--- src/rtl/regfile_dump_pkg.sv ---
// Shared types and constants for the register-file dump engine.
package regfile_dump_pkg;

    typedef enum logic [2:0] {
        IDLE,
        HEADER,
        READ,
        SEND,
        CHECKSUM,
        DONE
    } dump_state_t;

    localparam int BYTES_PER_WORD = 4;
    localparam logic [7:0] DEFAULT_HEADER = 8'hA5;

endpackage

--- src/rtl/regfile_dump_engine.sv ---
// Walks the register file and streams header, each register MSB-first, then an
// 8-bit wrapping checksum of the data bytes, over a valid/ready byte interface.
module regfile_dump_engine
    import regfile_dump_pkg::*;
#(
    parameter int          NUM_REGS    = 32,
    parameter int          ADDR_W      = 5,
    parameter int          DATA_W      = 32,
    parameter logic [7:0]  HEADER_BYTE = DEFAULT_HEADER
) (
    input  logic              clk,
    input  logic              rst,
    input  logic              start,
    input  logic              abort,
    output logic              busy,
    output logic              done,
    output logic              rf_read,
    output logic [ADDR_W-1:0] rf_addr,
    input  logic [DATA_W-1:0] rf_data,
    output logic [7:0]        tx_data,
    output logic              tx_valid,
    input  logic              tx_ready
);

    // Stream handshake: a byte moves when tx_valid && tx_ready at posedge; tx_data
    // holds while stalled and tx_valid only falls after a handshake, abort or reset.

    dump_state_t       r_state;
    logic [ADDR_W-1:0] r_idx;
    logic [1:0]        r_byte_cnt;
    logic [7:0]        r_csum;
    logic [DATA_W-1:0] r_shreg;
    logic              r_busy;
    logic              r_done;
    logic              r_rf_read;
    logic              r_tx_valid;
    logic [7:0]        r_tx_data;

    always_ff @(posedge clk or negedge rst) begin
        if (!rst) begin
            r_state    <= IDLE;
            r_idx      <= '0;
            r_byte_cnt <= '0;
            r_csum     <= '0;
            r_shreg    <= '0;
            r_busy     <= 1'b0;
            r_done     <= 1'b0;
            r_rf_read  <= 1'b0;
            r_tx_valid <= 1'b0;
            r_tx_data  <= '0;
        end else begin
            r_done <= 1'b0;
            if (abort && (r_state != IDLE)) begin
                r_state    <= IDLE;
                r_busy     <= 1'b0;
                r_rf_read  <= 1'b0;
                r_tx_valid <= 1'b0;
                r_tx_data  <= '0;
            end else begin
                case (r_state)
                    IDLE: begin
                        if (start && !abort) begin
                            r_state    <= HEADER;
                            r_idx      <= '0;
                            r_csum     <= '0;
                            r_busy     <= 1'b1;
                            r_tx_valid <= 1'b1;
                            r_tx_data  <= HEADER_BYTE;
                        end
                    end
                    HEADER: begin
                        if (tx_ready) begin
                            r_state    <= READ;
                            r_tx_valid <= 1'b0;
                            r_rf_read  <= 1'b1;
                        end
                    end
                    READ: begin
                        // Read data is combinational, so the first byte is known now.
                        r_shreg    <= rf_data;
                        r_byte_cnt <= '0;
                        r_rf_read  <= 1'b0;
                        r_state    <= SEND;
                        r_tx_valid <= 1'b1;
                        r_tx_data  <= rf_data[DATA_W-1 -: 8];
                    end
                    SEND: begin
                        if (tx_ready) begin
                            r_csum     <= r_csum + r_shreg[DATA_W-1 -: 8];
                            r_shreg    <= r_shreg << 8;
                            r_byte_cnt <= r_byte_cnt + 2'd1;
                            if (r_byte_cnt == 2'(BYTES_PER_WORD - 1)) begin
                                if (r_idx == ADDR_W'(NUM_REGS - 1)) begin
                                    r_state    <= CHECKSUM;
                                    r_tx_valid <= 1'b1;
                                    r_tx_data  <= r_csum + r_shreg[DATA_W-1 -: 8];
                                end else begin
                                    r_idx      <= r_idx + ADDR_W'(1);
                                    r_state    <= READ;
                                    r_rf_read  <= 1'b1;
                                    r_tx_valid <= 1'b0;
                                end
                            end else begin
                                r_tx_data <= r_shreg[DATA_W-9 -: 8];
                            end
                        end
                    end
                    CHECKSUM: begin
                        if (tx_ready) begin
                            r_state    <= DONE;
                            r_tx_valid <= 1'b0;
                            r_done     <= 1'b1;
                        end
                    end
                    DONE: begin
                        r_state <= IDLE;
                        r_busy  <= 1'b0;
                    end
                    default: begin
                        r_state <= IDLE;
                        r_busy  <= 1'b0;
                    end
                endcase
            end
        end
    end

    assign busy     = r_busy;
    assign done     = r_done;
    assign rf_read  = r_rf_read;
    assign rf_addr  = r_idx;
    assign tx_data  = r_tx_data;
    assign tx_valid = r_tx_valid;

endmodule

--- config.mk ---
export PLATFORM = sky130hd
export DESIGN_NAME = regfile_dump_engine
export DESIGN_NICKNAME = d
export VERILOG_FILES = /design/src/rtl/regfile_dump_pkg.sv /design/src/rtl/regfile_dump_engine.sv
export SDC_FILE = /design/constraint.sdc
export NUM_CORES = 1
export LEC_CHECK = 0
export BUFFER_PORTS_ARGS = -buffer_cell sky130_fd_sc_hd__clkbuf_2
export CAP_MARGIN = 20
export CORE_UTILIZATION = 51
export CTS_CLUSTER_SIZE = 8
export DETAILED_ROUTE_END_ITERATION = 7
export PLACE_DENSITY = 0.77
export RECOVER_POWER = 50
export SLEW_MARGIN = 20
export SYNTH_ARGS = -nofsm -noshare
export SYNTH_HDL_FRONTEND = slang
export SYNTH_SLANG_ARGS = --single-unit
--- constraint.sdc ---
create_clock -name clk -period 2.4 [get_ports clk]
set_clock_uncertainty 0.2 [all_clocks]
set_input_delay 0.24 -clock clk [delete_from_list [all_inputs] [get_ports clk]]
set_output_delay 0.24 -clock clk [all_outputs]
set_load 0.005 [all_outputs]
; ---- Word-level counts from Yosys, hierarchy flattened
; Index checks and enable logic that the tools add are counted.
[classes]
n_reduce_logical = 20
bitwise = 1
eq_ne = 19
mux = 44
addsub = 3
[op_table]
columns = operator, n
row1 = $pmux W32 S2, 1
row2 = $mux W8, 7
row3 = $mux W32, 1
row4 = $pmux W8 S3, 1
row5 = $mux W3, 7
row6 = $mux W5, 4
row7 = $ne A3 B3 Y1 const B, 6
row8 = $pmux W8 S2, 1
row9 = $mux W1, 15
row10 = $pmux W3 S5, 1
row11 = $reduce_and A5 Y1, 3
row12 = $pmux W5 S2, 1
row13 = $add A8 B8 Y8, 1
row14 = $ne A2 B2 Y1 const B, 4
row15 = $reduce_and A4 Y1, 2
row16 = $reduce_bool A4 Y1, 2
row17 = $eq A3 B2 Y1 const B, 2
row18 = $reduce_and A6 Y1, 1
row19 = $add A5 B1 Y5 const B, 1
row20 = $eq A5 B5 Y1 const B, 1
row21 = $reduce_bool A5 Y1, 1
row22 = $ne A4 B4 Y1 const B, 1
row23 = $pmux W1 S4, 1
row24 = $pmux W2 S2, 1
row25 = 19 further kinds, 21
[totals]
out_inout_bits = 17
register_bits = 62
inputBits = 37

; ---- Logic depth before layout (Yosys ltp)
; Gate-level depths: netlist (run 1).
[depth]
depth_word = 6
ltp_mapped = 8
depth_no_buf = 8

; ---- Worst setup path before layout (run 1)
; Ideal clock, no wire load.
[synth_path]
path_kind = register to register
startpoint = register r_idx[0], in the netlist rf_addr[0]
endpoint = register r_tx_data[7], in the netlist tx_data[7]
arrival_ns = 2.146
n_path_buf = 0
synth_period_minus_slack_ns = 2.472
stages_incl_launch_ff = 9
slack_ns = -0.072
setup_ns = 0.126
t_required_ns = 2.074
path_cell_list = dfrtp_1 > ha_1 > and3_1 > ha_1 > or2b_2 > a21oi_1 > o21a_1 > nor4_1 > a221o_1
[synth_via]
elab_chain_cells = 3
[synth_rtl]
columns = element, line
row1 = from (decl), regfile_dump_engine.sv:29  ; logic [ADDR_W-1:0] r_idx;
row2 = from (signal assigned), regfile_dump_engine.sv:98  ; r_idx <= r_idx + ADDR_W'(1);
row3 = $eq A5 B5 Y1, regfile_dump_engine.sv:93  ; if (r_idx == ADDR_W'(NUM_REGS - 1)) begin
row4 = $ne A4 B4 Y1 (no source line), n/a
row5 = $reduce_and A4 Y1 (no source line), n/a
row6 = to (signal assigned), regfile_dump_engine.sv:85  ; r_tx_data <= rf_data[DATA_W-1 -: 8];
row7 = to (signal assigned), regfile_dump_engine.sv:96  ; r_tx_data <= r_csum + r_shreg[DATA_W-1 -: 8];
row8 = to (signal assigned), regfile_dump_engine.sv:104  ; r_tx_data <= r_shreg[DATA_W-9 -: 8];
row9 = to (decl), regfile_dump_engine.sv:37  ; logic [7:0] r_tx_data;
; Every way passes these cells.
; A chain may end at the register's enable or synchronous reset.

; ---- Final worst setup path (run 1)
[layout_path]
startpoint = register r_idx[0], in the netlist rf_addr[0]
endpoint = register r_tx_data[5], in the netlist tx_data[5]
; Same word-level chain as after synthesis.

==> results.sh, run 1 <==
export IMPL_status="finished, violations left"
export IMPL_failed_checks="DRC"
export IMPL_period_needed_ps=2340
export IMPL_maxCapViolations=0
export IMPL_syn_nets=408
export IMPL_worst_setup_path_end_kind="register"
export IMPL_n_antenna_cell=0
export IMPL_die_area_sq_um=7020
export IMPL_wl_per_cell_microns=16.9
export IMPL_grt_pass1_wl_mm=14.9
export IMPL_whs_ps=13.9
export IMPL_worstSkewPairLatency_ps=350
export IMPL_fin_tns_setup_ps=0
export IMPL_cts_sinks=62
export IMPL_yosys_most_used_dff="dfrtp_1"
export IMPL_core_area_sq_um=6420
export IMPL_die_x_microns=83.8
export IMPL_drt_wl_total_mm=9.04
export IMPL_dieHeight_microns=83.8
export IMPL_synth_cell_type_count=51
export IMPL_min_path_type="in2reg"
export IMPL_area_growth_pct=28.8
export IMPL_stdcell_area_sq_um=4400
export IMPL_drive_gt1_share_pct=22.3
export IMPL_cp_top_family="simple AND/OR/NAND/NOR gates"
export IMPL_row_count=29
export IMPL_yosys_area_top_type="dfrtp_1"
export IMPL_crit_chain="ha_2 -> and3_1 -> ha_2 -> or2b_4 -> a21oi_4 -> or3_4 -> or4_4 -> nand3_1"
export IMPL_synth_area_top_cells="dfrtp_1, mux2i_1, o21ai_0"
export IMPL_ys_seq_area_share_pct=45.5
export IMPL_grt_max_degree=38
export IMPL_synth_commonest_cells="dfrtp_1, nand2_1, o21ai_0"
export IMPL_fin_cells=535
export IMPL_ir_drop_mv=0.548
export IMPL_cp_start_kind="register"
export IMPL_synthArstFlopShare_pct=100
export IMPL_dpl_cell_area_sq_um=3870
export IMPL_syn_avg_cell_area_sq_um=9.48
export IMPL_cp_num_buf_inv=0
export IMPL_crit_arrival_ps=2420
export IMPL_hold_viol_final=0
export IMPL_p_per_area_nw_per_um2=1070
export IMPL_tritoncts="built"
export IMPL_dr_pass1_iters=7
export IMPL_io_pins=54
export IMPL_clock_root_buffer="clkbuf_8"
export IMPL_vias=3088
export IMPL_start_util_pct=53.1
export IMPL_setup_viol=0
export IMPL_leakagePower_nw=2.06
export IMPL_cpMostUsedCell="ha_2"
export IMPL_remaining_drc_errors=2
export IMPL_syn_inst=360
export IMPL_postRouteAntennaNets=0
export IMPL_gp_congestion=0.871
export IMPL_tightest_slew_ps=1420
export IMPL_clk_pin_slew_worst_paths_ps=80
export IMPL_cts_max_level=3
export IMPL_dp_final_hpwl_mm=5.88
export IMPL_ys_warn_count=0
export IMPL_max_freq_ghz=0.427
export IMPL_grt_pass1_vias=3154
export IMPL_port_buffers=53
export IMPL_place_inst=490
export IMPL_max_slew_margin_rel_pct=5.01
export IMPL_drtIter0Drc=309
export IMPL_nNetsFinal=501
export IMPL_overflow=0
export IMPL_vias_per_cell=5.77
export IMPL_cp_max_fo=5
export IMPL_worstSetupPathType="reg2reg"
export IMPL_ys_ff_latch=62
export IMPL_clockBufferDepth=2
export IMPL_synth_area_sq_um=3410
export IMPL_finalCritPeriodShare_pct=97.5
export IMPL_synth_top_cell_area_share_pct=45.5
export IMPL_numCtsBuffers=9
export IMPL_power_total_mw=4.72
export IMPL_antenna_found_initial=0
export IMPL_cp_slowest_cell="or4_4"
export IMPL_critPathRequiredTime_ps=2480
export IMPL_drv_slew=0
export IMPL_synth_edff_count=0
export IMPL_grt_usage_pct=27.6
export IMPL_max_stage_delay_ps=520
sequential cells by signal (all words and copies together) (netlist names):
name and count:
busy 1, done 1, r_byte_cnt 2, r_csum 8
r_shreg 32, r_state 3, rf_addr 5, rf_read 1
tx_data 8, tx_valid 1
tightest hold or removal path: stages:
cell      delay, ps
clkbuf_2         90
mux2i_1          60
o21ai_0         150
cell families after synthesis:
logic type / share of synthesized area [%]
simple gates: 17.6
compound gates: 18.1
flops: 45.5
mux: 8.91
buf+inv: 3.67
fa+ha+maj: 4.25
xor+xnor: 2.05
what timing repair did:
item / 4_1_cts / 5_1_grt
hold endpoints to repair: 51 / 0
hold buffers: 27 / 0
pin swaps: 3 / 2
gates resized for setup: 4 / 6
endpoints found under the setup margin: 4 / 6
buffers inserted: 1 / 1
cloned: 0 / 0
per-stage QoR:
step           util [%]  worst slack, ps
2_1_floorplan         -             7.66
3_3_place_gp       60.2             32.8
3_5_place_dp       60.2            -42.3
4_1_cts            68.0             27.1
5_1_grt            68.4            -33.1
6_report           68.4             60.8
layer usage:
layer  track usage (%)  wire length [microns]
met3              5.84                    511
met2              43.9                   4430
met5                 0                      0
met1              36.4                   3920
met4              12.1                    173
cell type report:
class	instances	area, sq um
fillers	500	2030
clock buffers	13	159
flip-flops and latches	62	1550
multi-input cells	270	1800
well taps	77	96.3
repair buffers	105	724
clock inverters	3	42.5
inverters	5	18.8
power by group:
group          switching (mW)  leakage [nW]  internal (mW)
logic                    1.12          1.15          0.882
clock network           0.417        0.0996          0.536
registers               0.333         0.803           1.44
cells in the final DEF, fill, tap and decap left out, types with 5 or more instances in the layout:
master and count:
nor3_1 7, nand2_1 62, a211oi_1 7, mux2i_1 27, ha_1 8, a21oi_1 10, buf_4 24, o21ai_0 46
nor2_1 17, inv_1 5, clkbuf_2 44, xor2_1 5, dfrtp_1 62, nand3_1 9, clkbuf_1 11, clkbuf_8 11
dlygate4sd3_1 27
final timing paths:
| check | from | to | slack (ps) | cells past startpoint |
|---|---|---|---|---|
| max | rf_addr[0]$_DFFE_PN0P_ | tx_data[5]$_DFFE_PN0P_ | 60 | 8 |
| min | rf_data[28] | r_shreg[28]$_DFFE_PN0P_ | 10 | 3 |
| max reg2reg | rf_addr[0]$_DFFE_PN0P_ | tx_data[5]$_DFFE_PN0P_ | 60 | 8 |
| min reg2reg | r_shreg[9]$_DFFE_PN0P_ | r_shreg[9]$_DFFE_PN0P_ | 280 | 2 |
| max in group asynchronous | rst | r_shreg[29]$_DFFE_PN0P_ | 580 | 3 |
| min in group asynchronous | rst | r_csum[3]$_DFFE_PN0P_ | 560 | 2 |
Note: power is estimated with default switching activity, not from simulation.
==> inputs of run 2 (changes only) <==
--- a/config.mk
+++ b/config.mk
@@ -7,6 +7,7 @@
 export LEC_CHECK = 0
 export BUFFER_PORTS_ARGS = -buffer_cell sky130_fd_sc_hd__clkbuf_2
 export CAP_MARGIN = 20
+export CORE_ASPECT_RATIO = 1.4
 export CORE_UTILIZATION = 51
 export CTS_CLUSTER_SIZE = 8
 export DETAILED_ROUTE_END_ITERATION = 7
==> results.sh, run 2 (synthesized netlist as in run 1, its figures left out) <==
export IMPL_grt_pass1_vias=2996
export IMPL_place_inst=485
export IMPL_failed_checks="DRC, hold timing, capacitance limit, slew limit"
export IMPL_status="finished, violations left"
export IMPL_drtIter0Drc=120
export IMPL_tritoncts="built"
export IMPL_start_util_pct=53.8
export IMPL_final_cell_mix="nand2_1, dfrtp_1, clkbuf_2"
export IMPL_drt_wl_total_mm=8.49
export IMPL_grt_max_degree=47
export IMPL_vias_per_cell=5.86
export IMPL_stdcell_area_sq_um=4240
export IMPL_fin_cells=516
export IMPL_grt_usage_pct=26.0
export IMPL_p_switching_mw=1.81
export IMPL_finalCritPeriodShare_pct=96.4
export IMPL_top_register="r_shreg"
export IMPL_cp_start_kind="register"
export IMPL_rsz0062_at_grt="true"
export IMPL_antenna_found_initial=0
export IMPL_row_count=34
export IMPL_gp_congestion=0.910
export IMPL_cts_sinks=62
export IMPL_die_x_microns=71.1
export IMPL_dr_pass1_iters=6
export IMPL_setup_viol=0
export IMPL_vias=3026
export IMPL_grt_pass1_wl_mm=13.9
export IMPL_max_freq_ghz=0.432
export IMPL_whs_ps=-1.93
export IMPL_final_util_pct=67.0
export IMPL_clk_pin_slew_worst_paths_ps=70
export IMPL_area_growth_pct=24.3
export IMPL_clockBufferDepth=2
export IMPL_fin_tns_setup_ps=0
export IMPL_leakagePower_nw=2.01
export IMPL_worstSkewPairLatency_ps=350
export IMPL_fillers=510
export IMPL_p_comb_share_pct=42.6
export IMPL_core_area_sq_um=6340
export IMPL_setup_ws_ps=85.3
export IMPL_critPathRequiredTime_ps=2480
export IMPL_largest_reg_flops=32
export IMPL_multi_input_area_sq_um=1790
export IMPL_remaining_drc_errors=3
export IMPL_postRouteAntennaNets=0
export IMPL_pre_cts_ws_ps=-18.3
export IMPL_nNetsFinal=488
export IMPL_min_path_type="in2reg"
export IMPL_ir_drop_mv=0.588
export IMPL_maxCapViolations=1
export IMPL_worstSetupPathType="reg2reg"
export IMPL_wl_per_cell_microns=16.5
export IMPL_pwr_share_seq_pct=37.9
export IMPL_overflow=0
export IMPL_period_needed_ps=2310
export IMPL_pwr_share_clk_pct=19.4
export IMPL_cts_max_level=3
export IMPL_numCtsBuffers=9
export IMPL_clock_root_buffer="clkbuf_8"
export IMPL_io_pins=54
export IMPL_dpl_cell_area_sq_um=3860
export IMPL_cp_max_fo=3
export IMPL_dp_final_hpwl_mm=5.99
export IMPL_tightest_slew_ps=1510
export IMPL_intPower_mw=2.81
export IMPL_seqCellArea_sq_um=1550
export IMPL_port_buffers=53
export IMPL_die_area_sq_um=7030
export IMPL_max_slew_margin_rel_pct=-0.466
export IMPL_dieHeight_microns=98.8
export IMPL_drive_gt1_share_pct=23.2
export IMPL_crit_arrival_ps=2390
export IMPL_drv_slew=25
export IMPL_n_antenna_cell=0
export IMPL_power_total_mw=4.62
export IMPL_p_per_area_nw_per_um2=1090
export IMPL_worst_setup_path_end_kind="register"
export IMPL_hold_viol_final=1
export IMPL_switching_share_pct=39.3
-- run 2: final cells by class --
type / instances / area share (%)
Clock inverter: 4 / 1.12
Clock buffer: 11 / 3.33
Tap cell: 72 / 2.12
Sequential cell: 62 / 36.6
Multi-Input combinational cell: 270 / 42.2
Inverter: 5 / 0.442
Timing Repair Buffer: 92 / 14.2
-- run 2: path summary, 6_finish.rpt --
check / startpoint / end / cells past startpoint / slack (ps)
worst min-delay path: rf_data[18] / r_shreg[18]$_DFFE_PN0P_ / 3 / -2
worst min register to register: r_shreg[13]$_DFFE_PN0P_ / r_shreg[13]$_DFFE_PN0P_ / 2 / 280
min in group asynchronous: rst / rf_addr[3]$_DFFE_PN0P_ / 2 / 590
max in group asynchronous: rst / tx_data[4]$_DFFE_PN0P_ / 2 / 530
worst max register to register: rf_addr[1]$_DFFE_PN0P_ / tx_data[5]$_DFFE_PN0P_ / 8 / 90
worst max-delay path: rf_addr[1]$_DFFE_PN0P_ / tx_data[5]$_DFFE_PN0P_ / 8 / 90
-- run 2: repair_timing --
| action | in CTS | in global routing |
|---|---|---|
| setup buffers | 0 | 1 |
| pin swaps | 1 | 3 |
| resized for setup | 3 | 6 |
| endpoints found under the hold margin | 38 | 0 |
| hold buffers | 15 | 0 |
| setup endpoints to repair | 3 | 6 |
-- run 2: metal layers --
metal / wire length (microns) / GRT usage (%) / share of wire, % / up-vias
li1: - / - / - / 1458
met4: 401 / 17.2 / 4.7 / 0
met3: 400 / 4.60 / 4.7 / 31
met5: 0 / 0 / 0 / -
met2: 4340 / 44.5 / 51 / 105
met1: 3350 / 29.4 / 39 / 1432
-- run 2: power groups by stage --
stage          clock network, mW  logic [mW]  registers [mW]
2_1_floorplan                  0        1.37            1.65
3_3_place_gp                   0        1.84            1.74
3_5_place_dp                   0        1.89            1.77
4_1_cts                    0.910        1.94            1.75
5_1_grt                    0.948        2.19            1.80
6_report                   0.898        1.97            1.75
-- run 2: worst max-delay path: stages, from the launching register on --
cell     delay (ps)
dfrtp_1         360
ha_2            180
and3_1          160
ha_1            160
or2b_4          140
a21oi_4          60
or3_4           360
or4_1           510
nand3_1         100
==> inputs of run 3 (changes only) <==
--- a/config.mk
+++ b/config.mk
@@ -11,8 +11,9 @@
 export CORE_UTILIZATION = 51
 export CTS_CLUSTER_SIZE = 8
 export DETAILED_ROUTE_END_ITERATION = 7
-export PLACE_DENSITY = 0.77
+export PLACE_DENSITY = 0.76
 export RECOVER_POWER = 50
+export SKIP_CTS_REPAIR_TIMING = 1
 export SLEW_MARGIN = 20
 export SYNTH_ARGS = -nofsm -noshare
 export SYNTH_HDL_FRONTEND = slang
==> results.sh, run 3 (synthesized netlist as in run 1, its figures left out) <==
export IMPL_period_needed_ps=2330
export IMPL_core_area_sq_um=6340
export IMPL_top_register="r_shreg"
export IMPL_ir_drop_mv=0.558
export IMPL_cts_sinks=62
export IMPL_p_comb_share_pct=41.4
export IMPL_whs_ps=-21.4
export IMPL_crit_chain="ha_1 -> fa_1 -> a211oi_2 -> o21bai_1 -> mux2i_1 -> nor4_2 -> o2bb2ai_1"
export IMPL_p_switching_mw=1.84
export IMPL_drv_slew=0
export IMPL_hold_viol_final=8
export IMPL_final_util_pct=67.0
export IMPL_grt_usage_pct=25.2
export IMPL_grt_max_degree=48
export IMPL_die_x_microns=71.1
export IMPL_vias_per_cell=5.81
export IMPL_start_util_pct=53.8
export IMPL_max_stage_delay_ps=430
export IMPL_pre_cts_ws_ps=-15.9
export IMPL_worst_setup_path_end_kind="register"
export IMPL_worstSetupPathType="reg2reg"
export IMPL_clockBufferDepth=2
export IMPL_grt_pass1_wl_mm=13.5
export IMPL_cp_slowest_cell="fa_1"
export IMPL_cts_max_level=3
export IMPL_numCtsBuffers=9
export IMPL_p_per_area_nw_per_um2=1130
export IMPL_max_freq_ghz=0.429
export IMPL_final_common_cell="dfrtp_1"
export IMPL_gp_congestion=0.891
export IMPL_tightest_slew_ps=1330
export IMPL_switching_share_pct=38.3
export IMPL_drtIter0Drc=173
export IMPL_cp_start_kind="register"
export IMPL_clk_pin_slew_worst_paths_ps=70
export IMPL_power_total_mw=4.79
export IMPL_dr_pass1_iters=8
export IMPL_crit_arrival_ps=2370
export IMPL_max_slew_margin_rel_pct=11.7
export IMPL_nNetsFinal=483
export IMPL_antenna_found_initial=0
export IMPL_largest_reg_flops=32
export IMPL_postRouteAntennaNets=0
export IMPL_pwr_share_clk_pct=22.2
export IMPL_n_antenna_cell=0
export IMPL_failed_checks="DRC, hold timing"
export IMPL_maxCapViolations=0
export IMPL_tritoncts="built"
export IMPL_die_area_sq_um=7030
export IMPL_drt_wl_total_mm=8.29
export IMPL_finalCritPeriodShare_pct=97.2
export IMPL_grt_pass1_vias=2948
export IMPL_dp_final_hpwl_mm=5.86
export IMPL_leakagePower_nw=2.01
export IMPL_worstSkewPairLatency_ps=350
export IMPL_pwr_share_seq_pct=36.4
export IMPL_min_path_type="in2reg"
export IMPL_io_pins=54
export IMPL_vias=2975
export IMPL_fillers=478
export IMPL_setup_ws_ps=67.6
export IMPL_final_cell_mix="dfrtp_1, nand2_1, clkbuf_2"
export IMPL_cp_max_fo=3
export IMPL_overflow=0
export IMPL_wl_per_cell_microns=16.2
export IMPL_setup_viol=0
export IMPL_area_growth_pct=24.5
export IMPL_intPower_mw=2.95
export IMPL_port_buffers=53
export IMPL_critPathRequiredTime_ps=2440
export IMPL_remaining_drc_errors=2
export IMPL_row_count=34
export IMPL_clock_root_buffer="clkbuf_8"
export IMPL_status="finished, violations left"
export IMPL_drive_gt1_share_pct=23.9
export IMPL_dieHeight_microns=98.8
run 3: power by group through the flow:
stage / sequential [mW] / combinational (mW) / clock, mW
3_5_place_dp: 1.75 / 1.91 / 0
5_1_grt: 1.79 / 2.19 / 1.11
2_1_floorplan: 1.65 / 1.37 / 0
4_1_cts: 1.74 / 1.92 / 1.08
3_3_place_gp: 1.73 / 1.86 / 0
6_report: 1.74 / 1.98 / 1.06
run 3: metrics by stage:
step	area [sq um]	instances	setup TNS, ps
2_1_floorplan	3420	360	0
3_3_place_gp	3870	484	0
3_5_place_dp	3870	484	-15.9
4_1_cts	4100	500	-39.4
5_1_grt	4250	512	-99.8
6_report	4250	512	0
run 3: worst max-delay path: cells and delay by family (launching register included):
kind | cells | cell delay, ps
adder cells (fa/ha/maj) | 2 | 680
multiplexers | 1 | 160
AO/OA/AOI/OAI | 3 | 520
flip-flops | 1 | 400
AND/OR/NAND/NOR | 1 | 280
run 3: area by class of cell:
class / count / area, sq um / area share [%]
Sequential cell: 62 / 1550 / 36.5
Multi-Input combinational cell: 270 / 1790 / 42.1
Clock inverter: 5 / 81.3 / 1.91
Tap cell: 72 / 90.1 / 2.12
Timing Repair Buffer: 87 / 566 / 13.3
Inverter: 5 / 18.8 / 0.442
Clock buffer: 11 / 151 / 3.56
run 3: worst paths after layout:
| path | start | end | slack (ps) | cells past startpoint |
|---|---|---|---|---|
| worst max-delay path | r_csum[0]$_DFFE_PN0P_ | tx_data[6]$_DFFE_PN0P_ | 70 | 7 |
| worst max register to register | r_csum[0]$_DFFE_PN0P_ | tx_data[6]$_DFFE_PN0P_ | 70 | 7 |
| worst min-delay path | rf_data[8] | r_shreg[8]$_DFFE_PN0P_ | -20 | 3 |
| max in group asynchronous | rst | r_shreg[30]$_DFFE_PN0P_ | 650 | 3 |
| min in group asynchronous | rst | tx_data[4]$_DFFE_PN0P_ | 510 | 2 |
| worst min register to register | r_shreg[8]$_DFFE_PN0P_ | r_shreg[8]$_DFFE_PN0P_ | 280 | 2 |
run 3: routing by layer:
layer / global-route usage (%) / wire length [microns]
met1: 28.3 / 3360
met2: 41.6 / 4180
met3: 5.21 / 318
met4: 19.1 / 435
met5: 0 / 0
